===== src/rtl/params_fifo_unpack.sv =====
// Word-wide FIFO that presents its contents as a first-word-fall-through stream of
// OUT_WIDTH slices, low slice first. It feeds the controller's configuration-parameter port.
module params_fifo_unpack #(
    parameter int IN_WIDTH  = 32,
    parameter int OUT_WIDTH = 16,
    parameter int DEPTH     = 8
) (
    input  logic                                              clk,
    input  logic                                              rst_n,
    input  logic                                              clear,
    input  logic [IN_WIDTH-1:0]                               enq_din,
    input  logic                                              enq,
    output logic                                              full_n,
    output logic [OUT_WIDTH-1:0]                              dout,
    input  logic                                              deq,
    output logic                                              empty_n,
    output logic [$clog2(DEPTH*(IN_WIDTH/OUT_WIDTH)+1)-1:0]   count
);

    localparam int RATIO  = IN_WIDTH / OUT_WIDTH;
    localparam int PTR_W  = (DEPTH > 1) ? $clog2(DEPTH) : 1;
    localparam int LANE_W = (RATIO > 1) ? $clog2(RATIO) : 1;
    localparam int WCNT_W = $clog2(DEPTH + 1);
    localparam int CNT_W  = $clog2(DEPTH * RATIO + 1);

    typedef logic [RATIO-1:0][OUT_WIDTH-1:0] word_t;

    word_t             mem [DEPTH];
    logic [PTR_W-1:0]  wr_ptr, rd_ptr;
    logic [LANE_W-1:0] lane;
    logic [WCNT_W-1:0] word_cnt;

    logic enq_ok, deq_ok, word_done;

    assign full_n    = (word_cnt != WCNT_W'(DEPTH));
    assign empty_n   = (word_cnt != '0);
    assign count     = CNT_W'(word_cnt) * CNT_W'(RATIO) - CNT_W'(lane);
    assign dout      = mem[rd_ptr][lane];

    // Handshakes are qualified by registered flags only, so a pop that frees
    // the last slot cannot admit a write in the same cycle.
    assign enq_ok    = enq && full_n && !clear;
    assign deq_ok    = deq && empty_n && !clear;
    assign word_done = deq_ok && (lane == LANE_W'(RATIO - 1));

    always_ff @(posedge clk) begin
        if (rst_n && enq_ok)
            mem[wr_ptr] <= enq_din;
    end

    always_ff @(posedge clk) begin
        if (!rst_n || clear) begin
            wr_ptr   <= '0;
            rd_ptr   <= '0;
            lane     <= '0;
            word_cnt <= '0;
        end else begin
            if (enq_ok)
                wr_ptr <= (wr_ptr == PTR_W'(DEPTH - 1)) ? '0 : wr_ptr + 1'b1;

            if (word_done) begin
                lane   <= '0;
                rd_ptr <= (rd_ptr == PTR_W'(DEPTH - 1)) ? '0 : rd_ptr + 1'b1;
            end else if (deq_ok) begin
                lane   <= lane + 1'b1;
            end

            case ({enq_ok, word_done})
                2'b10:   word_cnt <= word_cnt + 1'b1;
                2'b01:   word_cnt <= word_cnt - 1'b1;
                default: word_cnt <= word_cnt;
            endcase
        end
    end

endmodule


===== config.mk =====
export PLATFORM = sky130hd
export DESIGN_NAME = params_fifo_unpack
export DESIGN_NICKNAME = d
export VERILOG_FILES = /design/src/rtl/params_fifo_unpack.sv
export SDC_FILE = /design/constraint.sdc
export NUM_CORES = 1
export LEC_CHECK = 0
export ABC_AREA = 1
export CELL_PAD_IN_SITES_DETAIL_PLACEMENT = 2
export CELL_PAD_IN_SITES_GLOBAL_PLACEMENT = 2
export CORE_ASPECT_RATIO = 0.8
export CORE_MARGIN = 2
export CORE_UTILIZATION = 40
export DETAILED_ROUTE_END_ITERATION = 10
export PLACE_DENSITY = 0.81
export SYNTH_ARGS = -nofsm -noshare
export SYNTH_HDL_FRONTEND = slang
export SYNTH_SLANG_ARGS = --single-unit

===== constraint.sdc =====
create_clock -name clk -period 3.53 [get_ports clk]
set_input_delay 0.706 -clock clk [delete_from_list [all_inputs] [get_ports clk]]
set_output_delay 0.706 -clock clk [all_outputs]
set_load 0.02 [all_outputs]

==> impl_metrics.env <==
export IMPL_io_pin_count=60
export IMPL_layout_drive_gt1_share=0.0721
export IMPL_grt_pass1_vias=9308
export IMPL_routabilityCongestion=0.753
export IMPL_cp_start_kind="register"
export IMPL_path_class="reg -> out"
export IMPL_cts_path_max_buffers=3
export IMPL_ys_ff_latch=270
export IMPL_worstPathRequired_ns=2.82
export IMPL_power_density_nw_per_um2=507
export IMPL_worst_pin_slew_ns=0.598
export IMPL_drt_pass1_iter_count=5
export IMPL_cts_buffers=29
export IMPL_clk_pin_slew_ns=0.06
export IMPL_max_freq_mhz=294
export IMPL_via_per_inst=5.10
export IMPL_synth_avg_cell_area_sq_um=10.3
export IMPL_initial_core_util=0.404
export IMPL_crit_path_cell_trace="inv_6, buf_12, nand2_1, nand2_1, nand2_1, nand3_1, nand3_1, nand2_1, clkdlybuf4s50_1"
export IMPL_grt_pass1_wl_microns=55300
export IMPL_ys_warnings_count=0
export IMPL_worst_slack_ns=0.129
export IMPL_post_drt_wl_per_cell_microns=22.2
export IMPL_clock_sinks=270
export IMPL_rsz0062_at_grt="no"
export IMPL_grtUsageTotal=0.240
export IMPL_synth_ff_type="edfxtp_1"
export IMPL_die_h_microns=158
export IMPL_area_growth_pct=17.4
export IMPL_clockRootBuffer="clkbuf_16"
export IMPL_slew_headroom=0.601
export IMPL_ys_types=21
export IMPL_cts_tree="yes"
export IMPL_synth_top_area_cell="edfxtp_1"
export IMPL_cts_setup_buffers=0
export IMPL_grtUsageMet1=0.295
export IMPL_ys_seq_area_frac=0.674
export IMPL_slowest_stage="clkdlybuf4s50_1"
export IMPL_busiest_layer="met2"
export IMPL_synth_common_cells="nand2_1, edfxtp_1, inv_1, nand3_1, nor2_1"
export IMPL_maxCapViolCount=0
export IMPL_path_max_fanout=43
export IMPL_post_route_min_period_ns=3.40
export IMPL_place_ws_ns=0.567
export IMPL_nNetsFinal=1259
export IMPL_grt_max_degree=87
export IMPL_antenna_found_initial=0
export IMPL_synthesis_nets=1194
export IMPL_fillerInstances=3015
export IMPL_grt_overflow=0
export IMPL_yosys_area_top_type_share=0.651
export IMPL_drt_iter0_drc=413
export IMPL_finalMaxSlewViolations=0
export IMPL_placed_area_sq_um=12900
export IMPL_post_route_period_util=0.964
export IMPL_worstSkewPairLatency_ns=0.54
export IMPL_ys_async_sr_fraction=0
export IMPL_drt_total_wl_microns=35700
export IMPL_tns_ns=0
export IMPL_ys_top_cells_by_area="edfxtp_1, nand2_1, nand3_1"
export IMPL_port_buffers=59
export IMPL_finalHoldViolations=0
export IMPL_status="completed"
export IMPL_synth_most_common_cell="nand2_1"
export IMPL_cts_repair_resized=0
export IMPL_hold_class="reg -> reg"
export IMPL_htree_levels=1
export IMPL_whs_ns=0.522
export IMPL_synth_cells=1148
export IMPL_slowest_delay_ns=0.61
export IMPL_cp_end_kind="output port"
export IMPL_finClkSkew_ns=0.00839
export IMPL_peakVddDrop_v=0.000406
export IMPL_use_met2=0.450
export IMPL_rows=56
export IMPL_reg2reg_slack_ns=1.18
export IMPL_die_area_sq_um=30900
export IMPL_synth_edff_count=256
export IMPL_dpl_hpwl_microns=22500
export IMPL_crit_top_cell="nand2_1"
export IMPL_ctsHoldBuffers=0
export IMPL_drc=0
export IMPL_finalSetupViolCount=0
export IMPL_diodes=0
export IMPL_syn_area_sq_um=11800
export IMPL_arrival_ns=2.70
export IMPL_use_met3=0.0288
export IMPL_leakage_nw=5.84
export IMPL_vias=8214
export IMPL_final_area_sq_um=13900
export IMPL_ant_nets=0
export IMPL_core_sq_um=29200
export IMPL_die_w_microns=196
## kinds of logic after synthesis
| logic type | count (synthesis) | share of synthesized area |
|---|---|---|
| adders and majority gates | 9 | 0.0102 |
| AOI/OAI and AO/OA | 10 | 0.00423 |
| and+or+nand+nor | 587 | 0.209 |
| buffers and inverters | 268 | 0.0990 |
| xor gates and xnor gates | 4 | 0.00297 |
| DFF | 270 | 0.674 |
## final timing paths
path / end / cells past startpoint / start
worst min register to register: word_cnt[0]$_SDFFE_PP0P_ / 1 / word_cnt[0]$_SDFFE_PP0P_
worst max register to register: mem[0][25]$_DFFE_PP_ / 7 / word_cnt[1]$_SDFFE_PP0P_
worst min-delay path: word_cnt[0]$_SDFFE_PP0P_ / 1 / word_cnt[0]$_SDFFE_PP0P_
worst max-delay path: dout[2] / 9 / register
## worst max-delay path: cells and delay by family (launching register included)
| kind | cells | cell delay (ns) |
|---|---|---|
| and+or+nand+nor | 6 | 0.71 |
| DFF | 1 | 0.37 |
| buffers and inverters | 3 | 1.04 |
## layout make-up
type / count / area [sq um] / share of cell area
inverters: 216 / 820 / 0.0591
repair buffers: 86 / 860 / 0.0619
multi-input cells: 610 / 2740 / 0.197
flip-flops and latches: 270 / 7980 / 0.575
clock inverters: 20 / 272 / 0.0196
well taps: 377 / 472 / 0.0340
clock buffers: 33 / 741 / 0.0534
## placed cells by master, fill, tap and decap left out, types with 3 or more instances in the layout
cell | netlist | routed
ha_1 | 8 | 8
inv_1 | 213 | 212
a21oi_1 | 7 | 7
nor2_1 | 23 | 15
nand3_2 | 3 | 3
clkinv_1 | 0 | 5
nor2_4 | 0 | 8
clkinv_2 | 0 | 7
clkbuf_1 | 8 | 4
edfxtp_1 | 256 | 256
o21ai_0 | 3 | 3
buf_12 | 0 | 5
nand2_1 | 361 | 361
buf_4 | 15 | 21
clkbuf_16 | 0 | 29
xor2_1 | 3 | 3
dfxtp_1 | 14 | 12
clkdlybuf4s50_1 | 0 | 59
nand3_1 | 197 | 197
bufinv_16 | 0 | 7
## power breakdown
part / internal (mW) / switching, mW / leakage (nW)
Combinational: 0.0815 / 0.143 / 2.92
Sequential: 3.53 / 0.00997 / 2.42
Clock: 2.01 / 1.27 / 0.496
## stage by stage
step | power, mW | utilization | std cells
floorplan | 3.68 | - | 1148
global placement | 3.82 | 0.440 | 1559
detailed placement | 3.83 | 0.440 | 1559
CTS | 7.10 | 0.475 | 1612
global route | 7.24 | 0.475 | 1612
finish | 7.04 | 0.475 | 1612
## layer usage
| metal | share of wire | wire [microns] |
|---|---|---|
| met1 | 0.42 | 15000 |
| met2 | 0.52 | 18700 |
| met3 | 0.036 | 1270 |
| met4 | 0.022 | 789 |
| met5 | 0 | 0 |
## state kept, by name, indices dropped and copies added, names as in the netlist, named ones only
register  flops
word_cnt      4
lane          1
wr_ptr        3
mem         256
rd_ptr        3
Power figures use the tool's default switching activity.
